### config.mk
export PLATFORM = sky130hd
export DESIGN_NAME = matrix_compute_engine
export DESIGN_NICKNAME = d
export VERILOG_FILES = /design/src/rtl/matrix_calc_pkg.sv /design/src/rtl/matrix_index_gen.sv /design/src/rtl/matrix_compute_engine.sv
export SDC_FILE = /design/constraint.sdc
export NUM_CORES = 1
export LEC_CHECK = 0
export ABC_AREA = 1
export CAP_MARGIN = 0
export CORE_ASPECT_RATIO = 1.25
export CORE_UTILIZATION = 55
export DETAILED_ROUTE_END_ITERATION = 10
export GPL_TIMING_DRIVEN = 0
export PLACE_DENSITY = 0.79
export REMOVE_ABC_BUFFERS = 1
export SYNTH_ARGS = -nofsm -noshare
export SYNTH_HDL_FRONTEND = slang
export SYNTH_SLANG_ARGS = --single-unit
### constraint.sdc
create_clock -name clk -period 4.8 [get_ports clk]
set_clock_uncertainty 0.1 [all_clocks]
set_input_delay 0.48 -clock clk [delete_from_list [all_inputs] [get_ports clk]]
set_output_delay 0.48 -clock clk [all_outputs]
set_load 0.01 [all_outputs]
### src/rtl/matrix_calc_pkg.sv
// matrix_calc_pkg: op codes, FSM states and shared helpers for the matrix compute engine
package matrix_calc_pkg;

    localparam int MAX_DIM = 5;

    localparam logic [3:0] OP_ADD       = 4'd1;
    localparam logic [3:0] OP_SUB       = 4'd2;
    localparam logic [3:0] OP_SCALE     = 4'd3;
    localparam logic [3:0] OP_TRANSPOSE = 4'd4;
    localparam logic [3:0] OP_MUL       = 4'd8;

    typedef enum logic [3:0] {
        IDLE,
        CHECK,
        EW_RD,
        EW_WR,
        MAC_RD,
        MAC_LAST,
        MAC_WR,
        DONE,
        ERR,
        WAIT_LOW
    } state_t;

    function automatic logic dim_in_range(input logic [2:0] d, input logic [2:0] max_d);
        return (d != 3'd0) && (d <= max_d);
    endfunction

endpackage

### src/rtl/matrix_index_gen.sv
// matrix_index_gen: row/col/k traversal counters and operand/result address generation
module matrix_index_gen #(
    parameter int MAX_DIM = 5,
    parameter int ADDR_W  = 5
) (
    input  logic              clk,
    input  logic              rst_n,
    input  logic              clr,
    input  logic              step,
    input  logic              k_inc,
    input  logic              transpose,
    input  logic              mul,
    input  logic [2:0]        rows,
    input  logic [2:0]        cols,
    input  logic [2:0]        n,
    output logic [2:0]        k,
    output logic              last_elem,
    output logic              last_k,
    output logic [ADDR_W-1:0] a_addr,
    output logic [ADDR_W-1:0] b_addr,
    output logic [ADDR_W-1:0] wr_addr
);

    logic [2:0] i, j;

    function automatic logic [ADDR_W-1:0] addr(input logic [2:0] r, input logic [2:0] c);
        return ADDR_W'(int'(r) * MAX_DIM + int'(c));
    endfunction

    // row-major walk over the result; k restarts at every new element
    always_ff @(posedge clk) begin
        if (!rst_n || clr) begin
            i <= 3'd0;
            j <= 3'd0;
            k <= 3'd0;
        end else if (step) begin
            k <= 3'd0;
            if (j == cols - 3'd1) begin
                j <= 3'd0;
                i <= (i == rows - 3'd1) ? 3'd0 : i + 3'd1;
            end else begin
                j <= j + 3'd1;
            end
        end else if (k_inc) begin
            k <= k + 3'd1;
        end
    end

    // transpose reads A with row/col swapped; MUL walks A along a row and B down a column
    always_comb begin
        last_elem = (i == rows - 3'd1) && (j == cols - 3'd1);
        last_k    = (k == n - 3'd1);
        a_addr    = mul ? addr(i, k) : transpose ? addr(j, i) : addr(i, j);
        b_addr    = mul ? addr(k, j) : addr(i, j);
        wr_addr   = addr(i, j);
    end

endmodule

### src/rtl/matrix_compute_engine.sv
// matrix_compute_engine: element-wise and multiply matrix operations driven by a level start handshake
module matrix_compute_engine #(
    parameter int DATA_W  = 8,
    parameter int RES_W   = 16,
    parameter int MAX_DIM = matrix_calc_pkg::MAX_DIM,
    parameter int ADDR_W  = 5
) (
    input  logic              clk,
    input  logic              rst_n,
    input  logic              start_calc,
    input  logic [3:0]        op_type,
    input  logic [2:0]        a_rows,
    input  logic [2:0]        a_cols,
    input  logic [2:0]        b_rows,
    input  logic [2:0]        b_cols,
    input  logic [DATA_W-1:0] scalar,
    output logic [ADDR_W-1:0] a_addr,
    output logic [ADDR_W-1:0] b_addr,
    input  logic [DATA_W-1:0] a_data,
    input  logic [DATA_W-1:0] b_data,
    output logic              wr_en,
    output logic [ADDR_W-1:0] wr_addr,
    output logic [RES_W-1:0]  wr_data,
    output logic [2:0]        res_rows,
    output logic [2:0]        res_cols,
    output logic              busy,
    output logic              calc_done,
    output logic              error
);

    import matrix_calc_pkg::*;

    localparam logic [2:0] MAXD  = 3'(MAX_DIM);
    localparam int         ACC_W = RES_W + 3;

    state_t              state, state_nx;
    logic                start_d;
    logic [3:0]          op;
    logic [2:0]          ar, ac, br, bc;
    logic [DATA_W-1:0]   sc;
    logic [ACC_W-1:0]    acc;
    logic                accept, dims_ok, a_ok, b_ok, is_mul, rd, wr;
    logic                last_elem, last_k;
    logic [2:0]          k;
    logic [ADDR_W-1:0]   ia, ib, iw;
    logic [RES_W-1:0]    ew_res;

    matrix_index_gen #(.MAX_DIM(MAX_DIM), .ADDR_W(ADDR_W)) u_idx (
        .clk       (clk),
        .rst_n     (rst_n),
        .clr       (state == CHECK),
        .step      (wr),
        .k_inc     (state == MAC_RD),
        .transpose (op == OP_TRANSPOSE),
        .mul       (is_mul),
        .rows      (res_rows),
        .cols      (res_cols),
        .n         (ac),
        .k         (k),
        .last_elem (last_elem),
        .last_k    (last_k),
        .a_addr    (ia),
        .b_addr    (ib),
        .wr_addr   (iw)
    );

    // request decode, result shape and element-wise arithmetic from the latched request
    always_comb begin
        accept   = (state == IDLE) && start_calc && !start_d;
        is_mul   = (op == OP_MUL);
        a_ok     = dim_in_range(ar, MAXD) && dim_in_range(ac, MAXD);
        b_ok     = dim_in_range(br, MAXD) && dim_in_range(bc, MAXD);
        dims_ok  = (op == OP_ADD || op == OP_SUB) ? (a_ok && b_ok && ar == br && ac == bc) :
                   (op == OP_SCALE || op == OP_TRANSPOSE) ? a_ok :
                   is_mul ? (a_ok && b_ok && ac == br) : 1'b0;
        res_rows = (op == OP_TRANSPOSE) ? ac : ar;
        res_cols = (op == OP_TRANSPOSE) ? ar : is_mul ? bc : ac;
        ew_res   = (op == OP_ADD) ? RES_W'(a_data) + RES_W'(b_data) :
                   (op == OP_SUB) ? ((a_data >= b_data) ? RES_W'(a_data - b_data) : '0) :
                   (op == OP_SCALE) ? RES_W'(a_data) * RES_W'(sc) : RES_W'(a_data);
    end

    // outputs are decoded from the registered state and forced to zero outside their valid window
    always_comb begin
        rd        = (state == EW_RD) || (state == MAC_RD);
        wr        = (state == EW_WR) || (state == MAC_WR);
        busy      = (state != IDLE);
        calc_done = (state == DONE);
        error     = (state == ERR);
        wr_en     = wr;
        a_addr    = rd ? ia : '0;
        b_addr    = rd ? ib : '0;
        wr_addr   = wr ? iw : '0;
        wr_data   = (state == EW_WR) ? ew_res :
                    (state == MAC_WR) ? ((|acc[ACC_W-1:RES_W]) ? '1 : acc[RES_W-1:0]) : '0;
    end

    // next-state logic for the compute sequence
    always_comb begin
        state_nx = state;
        case (state)
            IDLE:     state_nx = accept ? CHECK : IDLE;
            CHECK:    state_nx = !dims_ok ? ERR : is_mul ? MAC_RD : EW_RD;
            EW_RD:    state_nx = EW_WR;
            EW_WR:    state_nx = last_elem ? DONE : EW_RD;
            MAC_RD:   state_nx = last_k ? MAC_LAST : MAC_RD;
            MAC_LAST: state_nx = MAC_WR;
            MAC_WR:   state_nx = last_elem ? DONE : MAC_RD;
            DONE:     state_nx = WAIT_LOW;
            ERR:      state_nx = WAIT_LOW;
            WAIT_LOW: state_nx = start_calc ? WAIT_LOW : IDLE;
            default:  state_nx = IDLE;
        endcase
    end

    // state register and start edge history
    always_ff @(posedge clk) begin
        if (!rst_n) begin
            state   <= IDLE;
            start_d <= 1'b0;
        end else begin
            state   <= state_nx;
            start_d <= start_calc;
        end
    end

    // request latch and MAC accumulator; the k=0 read cycle carries no data yet
    always_ff @(posedge clk) begin
        if (!rst_n) begin
            op  <= '0;
            ar  <= '0;
            ac  <= '0;
            br  <= '0;
            bc  <= '0;
            sc  <= '0;
            acc <= '0;
        end else begin
            if (accept) begin
                op <= op_type;
                ar <= a_rows;
                ac <= a_cols;
                br <= b_rows;
                bc <= b_cols;
                sc <= scalar;
            end
            if (state_nx == MAC_RD && state != MAC_RD)
                acc <= '0;
            else if ((state == MAC_RD && k != 3'd0) || state == MAC_LAST)
                acc <= acc + ACC_W'(a_data) * ACC_W'(b_data);
        end
    end

endmodule

==> out/metrics.csv <==
metric;value;unit
cp-end-kind;primary output;
ioPinCount;84;
dpl_worst_slack;-1.804;ns
final_nets;1787;
clock.fmax;204.6;MHz
min_path_type;reg -> reg;
seq_area;1164;um^2
ant_nets;0;
cts_tree;built;
syn_area;9836;um^2
slew_violations;0;
wl;25.63;mm
port-buffer-count;83;
netlist_top_cells_area;fa_1, ha_1, nand2_1, inv_1, dfxtp_1;
cts_root_buffer;clkbuf_16;
cp_slowest_cell;fa_1;
cts_sinks;57;
cts_made_buffers;9;
power.density;262.2;nW/um^2
grtUsageTotal;29.19;%
tightest_slew;1.289;ns
p_leak;6.377;nW
vias;9351;
route.detailed.drc;0;
peakVddDrop;0.2170;mV
cp-start-kind;flop;
floorplan.die_area;18430;um^2
ys.flop_type;dfxtp_1;
rows;54;
gp_congestion;0.8939;
yosysTopAreaCell;fa_1;
area_growth;15.65;%
crit_chain;buf_6 -> nand2_2 -> inv_2 -> fa_1 -> fa_1 -> fa_1 -> inv_1 -> fa_1 -> inv_2 -> ha_4 -> nand2_1 -> nor2_2 -> a21oi_2 -> o21bai_1 -> xor2_1 -> o21ai_1 -> nand2_1 -> nand2_1 -> buf_2;
htreeDepth;3;
synth_common_cells;nand2_1, inv_1, ha_1;
multi_input_area;7496;um^2
grt_pass1_wl;42.28;mm
place_area;10740;um^2
synth-seq-cells;57;
die_w;121.6;um
violations;negative setup slack;
post-route-period-util;101.8;%
status;finished with violations;
dp_hpwl;19.40;mm
layout.cells.non_filler;1757;
num-fill-cells;1537;
hold_viol;0;
synth_area_per_cell;6.700;um^2
critPathKind;reg -> out;
cp.arrival;4.31;ns
drive_above_1_share;9.654;%
syn_inst;1468;
dr.pass1.iters;5;
r2r_slack;0.52;ns
die_y;151.5;um
fin_ws;-0.08757;ns
ys_seq_area_share;11.60;%
slew_headroom;13.62;%
insertion_delay;0.34;ns
gr-total-overflow;0;
diodes;0;
wl_per_cell;14.59;um
finalSetupViolCount;4;
cp_max_fo;5;
synthMostInstantiatedCell;nand2_1;
critical_path_required;4.22;ns
start_util;56.21;%
cpMostUsedCell;fa_1;
first_global_vias;8958;
place_inst;1725;
clock_path_buffers;2;
cap_violations;0;
core-area;17500;um^2
clk_pin_slew;0.06;ns
rsz0062_at_grt;true;
grt_antenna_before_repair;0;
yosysUniqueCellTypes;45;
yosysWarnings;0;
drt_iter0_drc;467;
slowest_delay;0.54;ns
synth_edf_count;0;
period_needed;4.888;ns
synth_top_cell_area_share;18.73;%
design_area;11370;um^2
grt_max_degree;41;
avgViaCountPerCell;5.322;
ys_async_sr_fraction;0;%
## power by group
| group | internal (mW) | switching [mW] |
|---|---|---|
| combinational | 0.724 | 1.06 |
| clock | 0.402 | 0.251 |
| sequential | 0.503 | 0.0459 |
| total | 1.63 | 1.35 |
## worst max-delay path: cells and delay by family, from the launching register on
family	cells	cell delay [ns]
buf+inv	5	0.41
xor+xnor	1	0.19
compound gates	3	0.32
flops	1	0.37
simple gates	5	0.41
fa+ha+maj	5	2.27
## per-stage QoR
stage          util, %  total power, mW  hold WS [ns]  TNS (ns)
2_1_floorplan        -            1.705        0.3812         0
3_3_place_gp     61.38            2.061        0.4149    -25.96
3_5_place_dp     61.38            2.082        0.4272    -26.23
4_1_cts          64.84            2.923        0.4444   -0.1040
5_1_grt          65.00            3.257        0.4560    -1.455
6_report         65.00            2.982        0.4393   -0.1533
## cell families after synthesis
kind of cell	count (synthesis)	share of synthesized area (%)
DFF	57	11.60
and+or+nand+nor	556	23.55
xor gates and xnor gates	33	2.939
muxes	5	0.5089
adders and majority gates	216	34.50
buffers and inverters	385	14.87
AOI/OAI and AO/OA	216	12.03
## flip-flops by register name, summed over array words and instances, names as in the netlist, 4 cells and up
signal / flops
sc: 8
op: 4
acc: 19
state: 4
## layout make-up
type                       count  area share, %
clock buffer                  10          2.013
clock inverter                 6         0.5830
inverter                     335          11.08
multi-input combinational   1026          65.90
sequential                    57          10.23
tap                          224          2.464
timing repair buffer          99          7.733
## what timing repair did
item	4_1_cts	5_1_grt
setup buffers	16	0
setup endpoints to repair	25	16
resized for setup	163	45
hold buffers	0	0
gates cloned	0	0
pin swaps	44	23
endpoints found under the hold margin	0	0
## metal layers
layer | wire length, um | track usage (%) | part of all wire [%]
met1 | 10860 | 36.03 | 42
met2 | 12790 | 52.13 | 50
met3 | 1373 | 3.368 | 5.4
met4 | 604 | 10.43 | 2.4
met5 | 0 | 0 | 0
## path summary, 6_finish.rpt
check                            start                   end  cells past startpoint
setup / recovery    sc[5]$_SDFFE_PN0P_           wr_data[12]                     19
hold / removal    acc[18]$_SDFFE_PP0P_  acc[18]$_SDFFE_PP0P_                      2
setup reg to reg   acc[7]$_SDFFE_PP0P_  acc[18]$_SDFFE_PP0P_                     17
hold reg to reg   acc[18]$_SDFFE_PP0P_  acc[18]$_SDFFE_PP0P_                      2
## cell usage in the layout (no fill, tap or decap), types with 10 or more instances in the layout
master / instances
nor3_1: 12
nor2_1: 104
o21ai_0: 86
inv_1: 320
nand4_1: 13
xor2_1: 24
dfxtp_1: 51
a21oi_1: 76
inv_2: 14
nand2_2: 22
fa_1: 88
ha_4: 10
ha_1: 113
clkdlybuf4s50_1: 56
buf_4: 15
nand2_1: 321
nand3_1: 57
Note: power is estimated with default switching activity, not from simulation.
